**src/rtl/fifo_packet_reader.sv**
```systemverilog
// fifo_packet_reader: drains length-prefixed packets from a synchronous FIFO
// (one-cycle read latency), strips the header word and re-emits the payload
// on a valid/ready stream with a last marker through a 2-entry skid buffer.
// Optional status counters are enabled by defining FIFO_PACKET_READER_STATUS_EN.
module fifo_packet_reader #(
    parameter int unsigned DATA_WIDTH   = 16,
    parameter int unsigned LENGTH_WIDTH = 12
) (
    input  logic                  clock,
    input  logic                  reset,
    input  logic                  fifo_empty,
    input  logic [DATA_WIDTH-1:0] fifo_read_data,
    input  logic                  fifo_read_data_valid,
    output logic                  fifo_read_enable,
    output logic [DATA_WIDTH-1:0] out_data,
    output logic                  out_valid,
    output logic                  out_last,
    input  logic                  out_ready
`ifdef FIFO_PACKET_READER_STATUS_EN
    ,
    output logic [15:0]           packet_count,
    output logic [15:0]           zero_length_count
`endif
);

    localparam int unsigned OCC_W   = 2;
    localparam int unsigned SPACE_W = 3;
`ifdef FIFO_PACKET_READER_STATUS_EN
    localparam int unsigned CNT_W   = 16;
`endif

    typedef enum logic {
        ST_HEADER  = 1'b0,
        ST_PAYLOAD = 1'b1
    } state_e;

    state_e                  state_q, state_d;
    logic [LENGTH_WIDTH-1:0] remaining_q, remaining_d;
    logic                    in_flight_q, in_flight_d;
    logic [DATA_WIDTH-1:0]   mem_data_q [2];
    logic [DATA_WIDTH-1:0]   mem_data_d [2];
    logic                    mem_last_q [2];
    logic                    mem_last_d [2];
    logic                    rd_ptr_q, rd_ptr_d;
    logic                    wr_ptr_q, wr_ptr_d;
    logic [OCC_W-1:0]        occ_q, occ_d;
`ifdef FIFO_PACKET_READER_STATUS_EN
    logic [CNT_W-1:0]        pkt_cnt_q, pkt_cnt_d;
    logic [CNT_W-1:0]        zlc_cnt_q, zlc_cnt_d;
`endif

    logic                    pop;
    logic                    push;
    logic                    push_last;
    logic                    arrival;
    logic                    zero_hdr;
    logic [SPACE_W-1:0]      space_used;
    logic [LENGTH_WIDTH-1:0] hdr_len;

    assign out_valid = (occ_q != '0);
    assign out_data  = mem_data_q[rd_ptr_q];
    assign out_last  = out_valid && mem_last_q[rd_ptr_q];
`ifdef FIFO_PACKET_READER_STATUS_EN
    assign packet_count      = pkt_cnt_q;
    assign zero_length_count = zlc_cnt_q;
`endif

    // Read issue: buffer slots still free after this cycle's pop, counting the outstanding read.
    always_comb begin
        pop              = out_valid && out_ready;
        space_used       = SPACE_W'(occ_q) - SPACE_W'(pop) + SPACE_W'(in_flight_q);
        fifo_read_enable = !reset && !fifo_empty && (space_used < SPACE_W'(2));
        arrival          = in_flight_q && fifo_read_data_valid;
        hdr_len          = fifo_read_data[LENGTH_WIDTH-1:0];
    end

    // Header/payload parsing, skid-buffer bookkeeping and status counters.
    always_comb begin
        state_d     = state_q;
        remaining_d = remaining_q;
        in_flight_d = fifo_read_enable;
        mem_data_d  = mem_data_q;
        mem_last_d  = mem_last_q;
        rd_ptr_d    = rd_ptr_q;
        wr_ptr_d    = wr_ptr_q;
        push        = 1'b0;
        push_last   = 1'b0;
        zero_hdr    = 1'b0;

        if (arrival) begin
            case (state_q)
                ST_HEADER: begin
                    if (hdr_len == '0) begin
                        zero_hdr = 1'b1;
                    end else begin
                        remaining_d = hdr_len;
                        state_d     = ST_PAYLOAD;
                    end
                end
                ST_PAYLOAD: begin
                    push        = 1'b1;
                    push_last   = (remaining_q == LENGTH_WIDTH'(1));
                    remaining_d = remaining_q - LENGTH_WIDTH'(1);
                    if (push_last) begin
                        state_d = ST_HEADER;
                    end
                end
                default: state_d = ST_HEADER;
            endcase
        end

        if (push) begin
            mem_data_d[wr_ptr_q] = fifo_read_data;
            mem_last_d[wr_ptr_q] = push_last;
            wr_ptr_d             = ~wr_ptr_q;
        end
        if (pop) begin
            rd_ptr_d = ~rd_ptr_q;
        end
        occ_d = occ_q + OCC_W'(push) - OCC_W'(pop);

`ifdef FIFO_PACKET_READER_STATUS_EN
        pkt_cnt_d = pkt_cnt_q + CNT_W'(pop && out_last);
        zlc_cnt_d = zlc_cnt_q + CNT_W'(zero_hdr);
`endif
    end

    // State registers; reset flushes the buffer and forgets any outstanding read.
    always_ff @(posedge clock) begin
        if (reset) begin
            state_q     <= ST_HEADER;
            remaining_q <= '0;
            in_flight_q <= 1'b0;
            mem_data_q  <= '{default: '0};
            mem_last_q  <= '{default: 1'b0};
            rd_ptr_q    <= 1'b0;
            wr_ptr_q    <= 1'b0;
            occ_q       <= '0;
`ifdef FIFO_PACKET_READER_STATUS_EN
            pkt_cnt_q   <= '0;
            zlc_cnt_q   <= '0;
`endif
        end else begin
            state_q     <= state_d;
            remaining_q <= remaining_d;
            in_flight_q <= in_flight_d;
            mem_data_q  <= mem_data_d;
            mem_last_q  <= mem_last_d;
            rd_ptr_q    <= rd_ptr_d;
            wr_ptr_q    <= wr_ptr_d;
            occ_q       <= occ_d;
`ifdef FIFO_PACKET_READER_STATUS_EN
            pkt_cnt_q   <= pkt_cnt_d;
            zlc_cnt_q   <= zlc_cnt_d;
`endif
        end
    end

endmodule

```
**config.mk**
```make
export PLATFORM = sky130hd
export DESIGN_NAME = fifo_packet_reader
export DESIGN_NICKNAME = d
export VERILOG_FILES = /design/src/rtl/fifo_packet_reader.sv
export SDC_FILE = /design/constraint.sdc
export NUM_CORES = 1
export LEC_CHECK = 0
export CORE_ASPECT_RATIO = 0.6
export CORE_MARGIN = 3
export CORE_UTILIZATION = 50
export CTS_BUF_LIST = sky130_fd_sc_hd__clkbuf_8
export DETAILED_ROUTE_END_ITERATION = 16
export PLACE_DENSITY_LB_ADDON = 0.08
export SETUP_SLACK_MARGIN = 0.05
export SLEW_MARGIN = 20
export SYNTH_ARGS = -nofsm -noshare
export SYNTH_HDL_FRONTEND = slang
export SYNTH_SLANG_ARGS = --single-unit
```
**constraint.sdc**
```tcl
create_clock -name clock -period 2.4 [get_ports clock]
set_input_delay 0.72 -clock clock [delete_from_list [all_inputs] [get_ports clock]]
set_output_delay 0.72 -clock clock [all_outputs]
set_load 0.03 [all_outputs]
```
==> flow_metrics.env, run 1 <==
export IMPL_outcome="finished, violations left"
export IMPL_violations="negative setup slack"
export IMPL_boundaryPins=40
export IMPL_report_final_slew_viol_count=0
export IMPL_net_switching_fraction_of_the_power_pct=30.7
export IMPL_die_area_sq_um=5840
export IMPL_power_share_combinational_pct=25.6
export IMPL_core_region_area_sq_um=4660
export IMPL_timing_critical_path_from_type="input port"
export IMPL_worstMarginPinSlew_ns=0.474
export IMPL_ys_top_cells_by_area="sky130_fd_sc_hd__dfxtp_1, sky130_fd_sc_hd__mux2_2, sky130_fd_sc_hd__nand2_1"
export IMPL_synth_yosys_seq_area_share_pct=42.2
export IMPL_setup_viols_final=1
export IMPL_wl_met3_um=546
export IMPL_h_tree_levels=2
export IMPL_grt_pass1_wl_um=10900
export IMPL_wirelength_um=6660
export IMPL_worst_r2r_endpoint="remaining_q[10]"
export IMPL_cts_hold_buffers_added=0
export IMPL_netlist_instances=278
export IMPL_first_iter_violations=187
export IMPL_cts_inserted_buffers=5
export IMPL_antenna_cells=0
export IMPL_layout_nets=363
export IMPL_cp_required_ns=1.68
export IMPL_crit_path_max_fanout=3
export IMPL_clock_pin_slew_on_the_worst_setup_and_hold_paths_ns=0.09
export IMPL_final_period_minus_worst_setup_slack_ns=2.76
export IMPL_clock_tree_from_tritoncts="yes"
export IMPL_tritoncts_num_sinks=52
export IMPL_worst_slew_slack_as_a_fraction_of_its_limit_pct=68.1
export IMPL_final_setup_skew_ns=0.00433
export IMPL_antenna_left=0
export IMPL_unrepaired_setup_endpoints_after_global_routing="yes"
export IMPL_clk_path_buf_depth=2
export IMPL_synth_cell_types=50
export IMPL_final_period_utilization_pct=115
export IMPL_synth_fp_nets=303
export IMPL_mostFrequentLayoutCell="sky130_fd_sc_hd__dfxtp_1"
export IMPL_r2r_slack_ns=0.34
export IMPL_grt_overflow=0
export IMPL_hold_path_depth=2
export IMPL_end_kind="primary output"
export IMPL_wire_per_inst_um=16.6
export IMPL_gp_congestion=0.904
export IMPL_avgViaCountPerCell=5.81
export IMPL_postCtsSetupRepairBufs=0
export IMPL_die_w_um=96.7
export IMPL_r2r_cells=6
export IMPL_arrival_ns=2.04
export IMPL_power_static_leakage_nw=1.32
export IMPL_dieHeight_um=60.4
export IMPL_synth_top_flop_cell="sky130_fd_sc_hd__dfxtp_1"
export IMPL_m1WireLength_um=3250
export IMPL_grt_util_all_layers_pct=23.5
export IMPL_grt_antenna_before_repair=0
export IMPL_port_buffers=39
export IMPL_design_power_total_mw=1.97
export IMPL_drcViolationCount=0
export IMPL_topRoutingLayerUsed="met4"
export IMPL_wl_met2_um=2790
export IMPL_max_freq_ghz=0.362
export IMPL_dp_slack_ns=-0.826
export IMPL_drtPass1Iterations=4
export IMPL_asyncSetResetFlopFracSynth_pct=0
export IMPL_flip_flop_and_latch_count_after_synthesis=52
export IMPL_finalHoldViolCount=0
export IMPL_launch_point_of_the_worst_path="out_ready"
export IMPL_power_density_nw_per_um2=608
export IMPL_initial_core_util_pct=53.0
export IMPL_worst_r2r_startpoint="remaining_q[0]"
export IMPL_share_clk_of_total_power_pct=26.2
export IMPL_timing_final_ws_setup_ns=-0.364
export IMPL_clock_insertion_delay_worst_skew_ns=0.30
export IMPL_grt_max_degree=30
export IMPL_hold_class="register to register"
export IMPL_max_vdd_ir_drop_uv=334
export IMPL_maxCapViolations=0
export IMPL_syn2layout_area_growth_pct=31.4
export IMPL_synth_enable_flop_cells=0
export IMPL_layout_common_cells="sky130_fd_sc_hd__dfxtp_1, sky130_fd_sc_hd__nand2_1, sky130_fd_sc_hd__buf_4"
export IMPL_net_switching_power_mw=0.606
export IMPL_synth_area_leader_cell="sky130_fd_sc_hd__dfxtp_1"
export IMPL_fraction_of_layout_cells_with_a_size_suffix_above_1_pct=20.9
export IMPL_power_internal_mw=1.37
export IMPL_crit_type="input port to primary output"
export IMPL_place_hpwl_um=4860
export IMPL_netlist_area_sq_um=2470
export IMPL_clk_root_buffer_cell="sky130_fd_sc_hd__clkbuf_8"
export IMPL_grt_pass1_vias=2195
export IMPL_pwr_share_seq_pct=48.2
export IMPL_cell_row_count=19
export IMPL_post_synth_cell_area_avg_sq_um=8.88
export IMPL_synth_top_cell_area_share_pct=42.2
export IMPL_yosysWarnings=0
export IMPL_dr_vias=2336
export IMPL_crit_path_end="fifo_read_enable"
[cell usage after synthesis (all sizes together) (2+ instances only)]
master	instances
nor2b	3
o311ai	6
or2	2
o41a	2
inv	7
nor4	6
mux2	16
nor4b	2
nand2	42
and3	2
nand3	5
a31o	2
mux2i	4
o31ai	6
or4	2
dfxtp	52
xor2	3
ha	3
buf	8
nand4	2
nor3	7
xnor2	2
a21oi	24
a31oi	5
clkbuf	13
a22o	16
o21ai	8
nor2	11
[stage by stage]
| step | cell area, sq um | cells | hold WS (ns) | util, % | setup TNS [ns] |
|---|---|---|---|---|---|
| 4_1_cts | 3240 | 402 | 0.456 | 69.5 | -0.384 |
| 3_5_place_dp | 3170 | 394 | 0.444 | 67.9 | -1.07 |
| 2_1_floorplan | 2500 | 278 | 0.425 | - | -0.313 |
| 3_3_place_gp | 3170 | 394 | 0.440 | 67.9 | -1.17 |
| 6_report | 3240 | 402 | 0.454 | 69.6 | -0.364 |
| 5_1_grt | 3240 | 402 | 0.476 | 69.6 | -0.448 |
[worst min-delay path by stage]
| stage | start | endpoint |
|---|---|---|
| final | mem_last_q[1] | mem_last_q[1] |
| after global routing | mem_data_q[19] | mem_data_q[19] |
| after CTS | mem_last_q[1] | mem_last_q[1] |
| after detailed placement | mem_last_q[1] | mem_last_q[1] |
| after global placement | mem_last_q[1] | mem_last_q[1] |
| after floorplan | mem_last_q[0] | mem_last_q[0] |
[sequential cells by signal, indices dropped and copies added, names as in the netlist]
name / count
in_flight_q: 1
mem_data_q: 32
wr_ptr_q: 1
occ_q: 2
rd_ptr_q: 1
state_q: 1
remaining_q: 12
mem_last_q: 2
[worst max-delay path, cell delays in order]
cell and delay [ns]:
sky130_fd_sc_hd__buf_6 0.07, sky130_fd_sc_hd__and3b_2 0.22, sky130_fd_sc_hd__o21ai_2 0.07, sky130_fd_sc_hd__fa_2 0.36, sky130_fd_sc_hd__xor2_2 0.20, sky130_fd_sc_hd__nor4b_4 0.23, sky130_fd_sc_hd__buf_6 0.16
[power by group through the flow]
| stage | Combinational [mW] | Sequential [mW] | Clock [mW] |
|---|---|---|---|
| after global routing | 0.549 | 0.957 | 0.567 |
| final | 0.505 | 0.950 | 0.517 |
| after CTS | 0.498 | 0.948 | 0.528 |
| after floorplan | 0.310 | 0.954 | 0 |
| after global placement | 0.493 | 0.967 | 0 |
| after detailed placement | 0.500 | 0.967 | 0 |
[final cells by class]
type / count / area [sq um]
clock buffer: 6 / 82.6
clock inverter: 2 / 11.3
fill: 402 / 1420
inverter: 7 / 26.3
multi-input combinational: 198 / 1350
sequential: 52 / 1040
tap: 63 / 78.8
timing repair buffer: 74 / 658
[per-layer routing]
layer / up-vias / track usage (%)
met1: 1085 / 33.8
met4: 0 / 6.40
met2: 101 / 35.3
met3: 10 / 5.97
li1: 1140 / -
met5: - / 0
[cell families after synthesis]
logic type      count (synthesis)  share of synthesized area (%)
compound gates                 78                           22.4
xor+xnor                        5                           1.77
fa+ha+maj                       4                           2.33
buf+inv                        28                           4.51
flops                          52                           42.2
mux                            20                           8.92
simple gates                   91                           17.9
[what timing repair did]
item,in CTS,in global routing
hold endpoints to repair,0,0
endpoints found under the setup margin,17,1
pin swaps,5,0
gates resized for setup,21,1
(Power assumes the default switching activity.)
==> run 2, diff against run 1 <==
--- a/config.mk
+++ b/config.mk
@@ -5,6 +5,7 @@
 export SDC_FILE = /design/constraint.sdc
 export NUM_CORES = 1
 export LEC_CHECK = 0
+export ABC_AREA = 1
 export CORE_ASPECT_RATIO = 0.6
 export CORE_MARGIN = 3
 export CORE_UTILIZATION = 50
==> run 2 against run 1 <==
Net effect: the flow still finishes with violations (negative setup slack); clock power rose by 23%; first-iteration DRC count fell by 11%; non-clock buffer count fell by 14; global-route usage fell by 2.3 points; fmax fell by 1.3%; largest cell class unchanged.
==> flow_metrics.env, run 2 <==
export IMPL_power_internal_mw=1.62
export IMPL_drtPass1Iterations=5
export IMPL_net_switching_fraction_of_the_power_pct=36.0
export IMPL_arrival_ns=2.08
export IMPL_wire_per_inst_um=13.4
export IMPL_net_switching_power_mw=0.914
export IMPL_max_freq_ghz=0.357
export IMPL_clock_tree_from_tritoncts="yes"
export IMPL_share_clk_of_total_power_pct=25.2
export IMPL_dp_slack_ns=-0.971
export IMPL_crit_path_max_fanout=2
export IMPL_yosysWarnings=0
export IMPL_syn2layout_area_growth_pct=24.3
export IMPL_setup_viols_final=1
export IMPL_netlist_instances=362
export IMPL_drcViolationCount=0
export IMPL_grtUsageMet2_pct=30.6
export IMPL_timing_final_ws_setup_ns=-0.399
export IMPL_boundaryPins=40
export IMPL_wirelength_um=6370
export IMPL_path_cells="buf_8 -> nand2_8 -> inv_4 -> nand2_2 -> o21ai_1 -> nand2_1 -> fa_2 -> xor2_2 -> nor4_4 -> buf_6"
export IMPL_grt_pass1_wl_um=10700
export IMPL_largest_register="mem_data_q"
export IMPL_busiest_layer="met1"
export IMPL_finalHoldViolCount=0
export IMPL_crit_type="input port to primary output"
export IMPL_die_area_sq_um=6250
export IMPL_power_density_nw_per_um2=769
export IMPL_avgViaCountPerCell=5.14
export IMPL_die_w_um=100
export IMPL_cell_row_count=19
export IMPL_layout_common_cells="sky130_fd_sc_hd__nand2_1, sky130_fd_sc_hd__dfxtp_1, sky130_fd_sc_hd__inv_1"
export IMPL_antenna_left=0
export IMPL_cp_required_ns=1.68
export IMPL_synth_area_leader_cell="sky130_fd_sc_hd__dfxtp_1"
export IMPL_post_synth_top_count_cell="sky130_fd_sc_hd__nand2_1"
export IMPL_setup_total_negative_slack_ns=-0.399
export IMPL_maxCapViolations=0
export IMPL_pwr_share_seq_pct=38.9
export IMPL_synth_simple_area_share_pct=22.6
export IMPL_slowest_delay_ns=0.35
export IMPL_synth_xor_area_share_pct=0.990
export IMPL_timing_critical_path_from_type="input port"
export IMPL_final_period_minus_worst_setup_slack_ns=2.80
export IMPL_netlist_area_sq_um=2650
export IMPL_first_iter_violations=167
export IMPL_antenna_cells=0
export IMPL_reg_largest_list="mem_data_q x32, remaining_q x12"
export IMPL_violations="negative setup slack"
export IMPL_max_vdd_ir_drop_uv=330
export IMPL_ys_top_cells_by_area="sky130_fd_sc_hd__dfxtp_1, sky130_fd_sc_hd__nand2_1, sky130_fd_sc_hd__o21ai_0"
export IMPL_largest_reg_flops=32
export IMPL_initial_core_util_pct=55.0
export IMPL_power_static_leakage_nw=1.34
export IMPL_post_synth_cell_area_avg_sq_um=7.33
export IMPL_synth_top_flop_cell="sky130_fd_sc_hd__dfxtp_1"
export IMPL_core_region_area_sq_um=4830
export IMPL_dr_vias=2441
export IMPL_outcome="finished, violations left"
export IMPL_final_period_utilization_pct=117
export IMPL_h_tree_levels=2
export IMPL_synth_yosys_seq_area_share_pct=39.2
export IMPL_synth_mux_area_share_pct=0
export IMPL_gr_util_met3_pct=4.35
export IMPL_flip_flop_and_latch_count_after_synthesis=52
export IMPL_final_setup_skew_ns=0.0124
export IMPL_port_buffers=39
export IMPL_synth_compound_area_share_pct=22.3
export IMPL_yosys_top_cells_count="sky130_fd_sc_hd__nand2_1, sky130_fd_sc_hd__dfxtp_1, sky130_fd_sc_hd__inv_1"
export IMPL_clk_path_buf_depth=2
export IMPL_fraction_of_layout_cells_with_a_size_suffix_above_1_pct=22.1
export IMPL_gp_congestion=0.906
export IMPL_synth_fa_ha_area_share_pct=2.17
export IMPL_grt_overflow=0
export IMPL_worstMarginPinSlew_ns=0.296
export IMPL_cts_inserted_buffers=5
export IMPL_cts_hold_buffers_added=0
export IMPL_grt_antenna_before_repair=0
export IMPL_dieHeight_um=62.4
export IMPL_tritoncts_num_sinks=52
export IMPL_clk_root_buffer_cell="sky130_fd_sc_hd__clkbuf_8"
export IMPL_grt_pass1_vias=2261
export IMPL_synth_enable_flop_cells=0
export IMPL_timing_critical_path_slowest_stage_cell="sky130_fd_sc_hd__fa_2"
export IMPL_synth_cell_types=31
export IMPL_synth_fp_nets=387
export IMPL_clock_pin_slew_on_the_worst_setup_and_hold_paths_ns=0.10
export IMPL_report_final_slew_viol_count=0
export IMPL_hold_worst_slack_ns=0.452
export IMPL_grt_max_degree=33
export IMPL_unrepaired_setup_endpoints_after_global_routing="yes"
export IMPL_place_hpwl_um=4560
export IMPL_worst_slew_slack_as_a_fraction_of_its_limit_pct=80.3
export IMPL_met1_usage_pct=31.6
export IMPL_largest_family_of_logic_cells_by_synthesized_area="simple AND/OR/NAND/NOR gates"
export IMPL_end_kind="primary output"
export IMPL_mostFrequentLayoutCell="sky130_fd_sc_hd__nand2_1"
export IMPL_hold_class="register to register"
export IMPL_power_share_combinational_pct=36.0
export IMPL_grt_util_all_layers_pct=21.1
export IMPL_clock_insertion_delay_worst_skew_ns=0.31
export IMPL_asyncSetResetFlopFracSynth_pct=0
export IMPL_synth_top_cell_area_share_pct=39.2
export IMPL_layout_nets=436
==> run 2: cell count changes after synthesis, moves of 14 or more <==
| cell | before | now |
|---|---|---|
| sky130_fd_sc_hd__inv_1 | 7 | 48 |
| sky130_fd_sc_hd__a22o_1 | 16 | 0 |
| sky130_fd_sc_hd__a21oi_2 | 1 | 16 |
| sky130_fd_sc_hd__nand2_1 | 42 | 63 |
| sky130_fd_sc_hd__o21ai_1 | 0 | 14 |
| sky130_fd_sc_hd__mux2_2 | 16 | 0 |
| sky130_fd_sc_hd__o21ai_0 | 8 | 39 |
| sky130_fd_sc_hd__nor2_1 | 11 | 37 |
==> run 2: per-layer routing <==
| metal | vias up | routed length, um |
|---|---|---|
| met1 | 1113 | 3280 |
| met2 | 60 | 2660 |
| li1 | 1263 | - |
| met4 | 0 | 56 |
| met5 | - | 0 |
| met3 | 5 | 374 |
==> run 2: logic make-up after synthesis <==
family	Yosys count
and+or+nand+nor	132
AOI/OAI and AO/OA	102
buffers and inverters	69
DFF	52
adders and majority gates	4
xor gates and xnor gates	3
==> run 2: final cells by class <==
type                            count  area [sq um]
Clock buffer                        6          82.6
Clock inverter                      2          38.8
Fill cell                         438          1530
Inverter                           51           201
Multi-Input combinational cell    241          1320
Sequential cell                    52          1040
Tap cell                           63          78.8
Timing Repair Buffer               60           533
==> run 2: path summary, 6_finish.rpt <==
path	slack (ns)	depth (start not counted)	startpoint	to
worst max-delay path	-0.40	10	out_ready	fifo_read_enable
worst min-delay path	0.45	2	mem_data_q[11]	mem_data_q[11]
worst max register to register	0.60	11	occ_q[0]	in_flight_q
worst min register to register	0.45	2	mem_data_q[11]	mem_data_q[11]
==> run 2: power groups by stage <==
| stage | sequential, mW | clock (mW) | combinational [mW] |
|---|---|---|---|
| finish | 0.986 | 0.638 | 0.913 |
| global route | 0.994 | 0.686 | 1.00 |
| CTS | 0.984 | 0.652 | 0.883 |
| detailed placement | 1.00 | 0 | 0.860 |
| global placement | 0.999 | 0 | 0.851 |
| floorplan | 0.989 | 0 | 0.610 |
==> run 2: through the flow <==
stage | cell area, sq um | instances | utilization (%) | power, mW
3_5_place_dp | 3140 | 465 | 65.1 | 1.86
4_1_cts | 3290 | 474 | 68.2 | 2.52
3_3_place_gp | 3140 | 465 | 65.1 | 1.85
6_report | 3300 | 475 | 68.3 | 2.54
5_1_grt | 3300 | 475 | 68.3 | 2.68
2_1_floorplan | 2690 | 362 | - | 1.60
==> run 2: worst max-delay path: cells and delay by family <==
family,cells,cell delay [ns]
AOI/OAI and AO/OA,1,0.07
buffers and inverters,3,0.30
adders and majority gates,1,0.35
and+or+nand+nor,4,0.46
xor gates and xnor gates,1,0.17
==> run 2: repair_timing <==
item	CTS	global route
setup endpoints to repair	3	2
buffers inserted	1	1
gates resized for setup	15	3
pin swaps	3	0
endpoints found under the hold margin	0	0
==> run 3, diff against run 2 <==
--- a/config.mk
+++ b/config.mk
@@ -6,6 +6,7 @@
 export NUM_CORES = 1
 export LEC_CHECK = 0
 export ABC_AREA = 1
+export CAP_MARGIN = 5
 export CORE_ASPECT_RATIO = 0.6
 export CORE_MARGIN = 3
 export CORE_UTILIZATION = 50
==> results of run 3 <==
Final layout, timing and power as in run 2 (identical DEF).
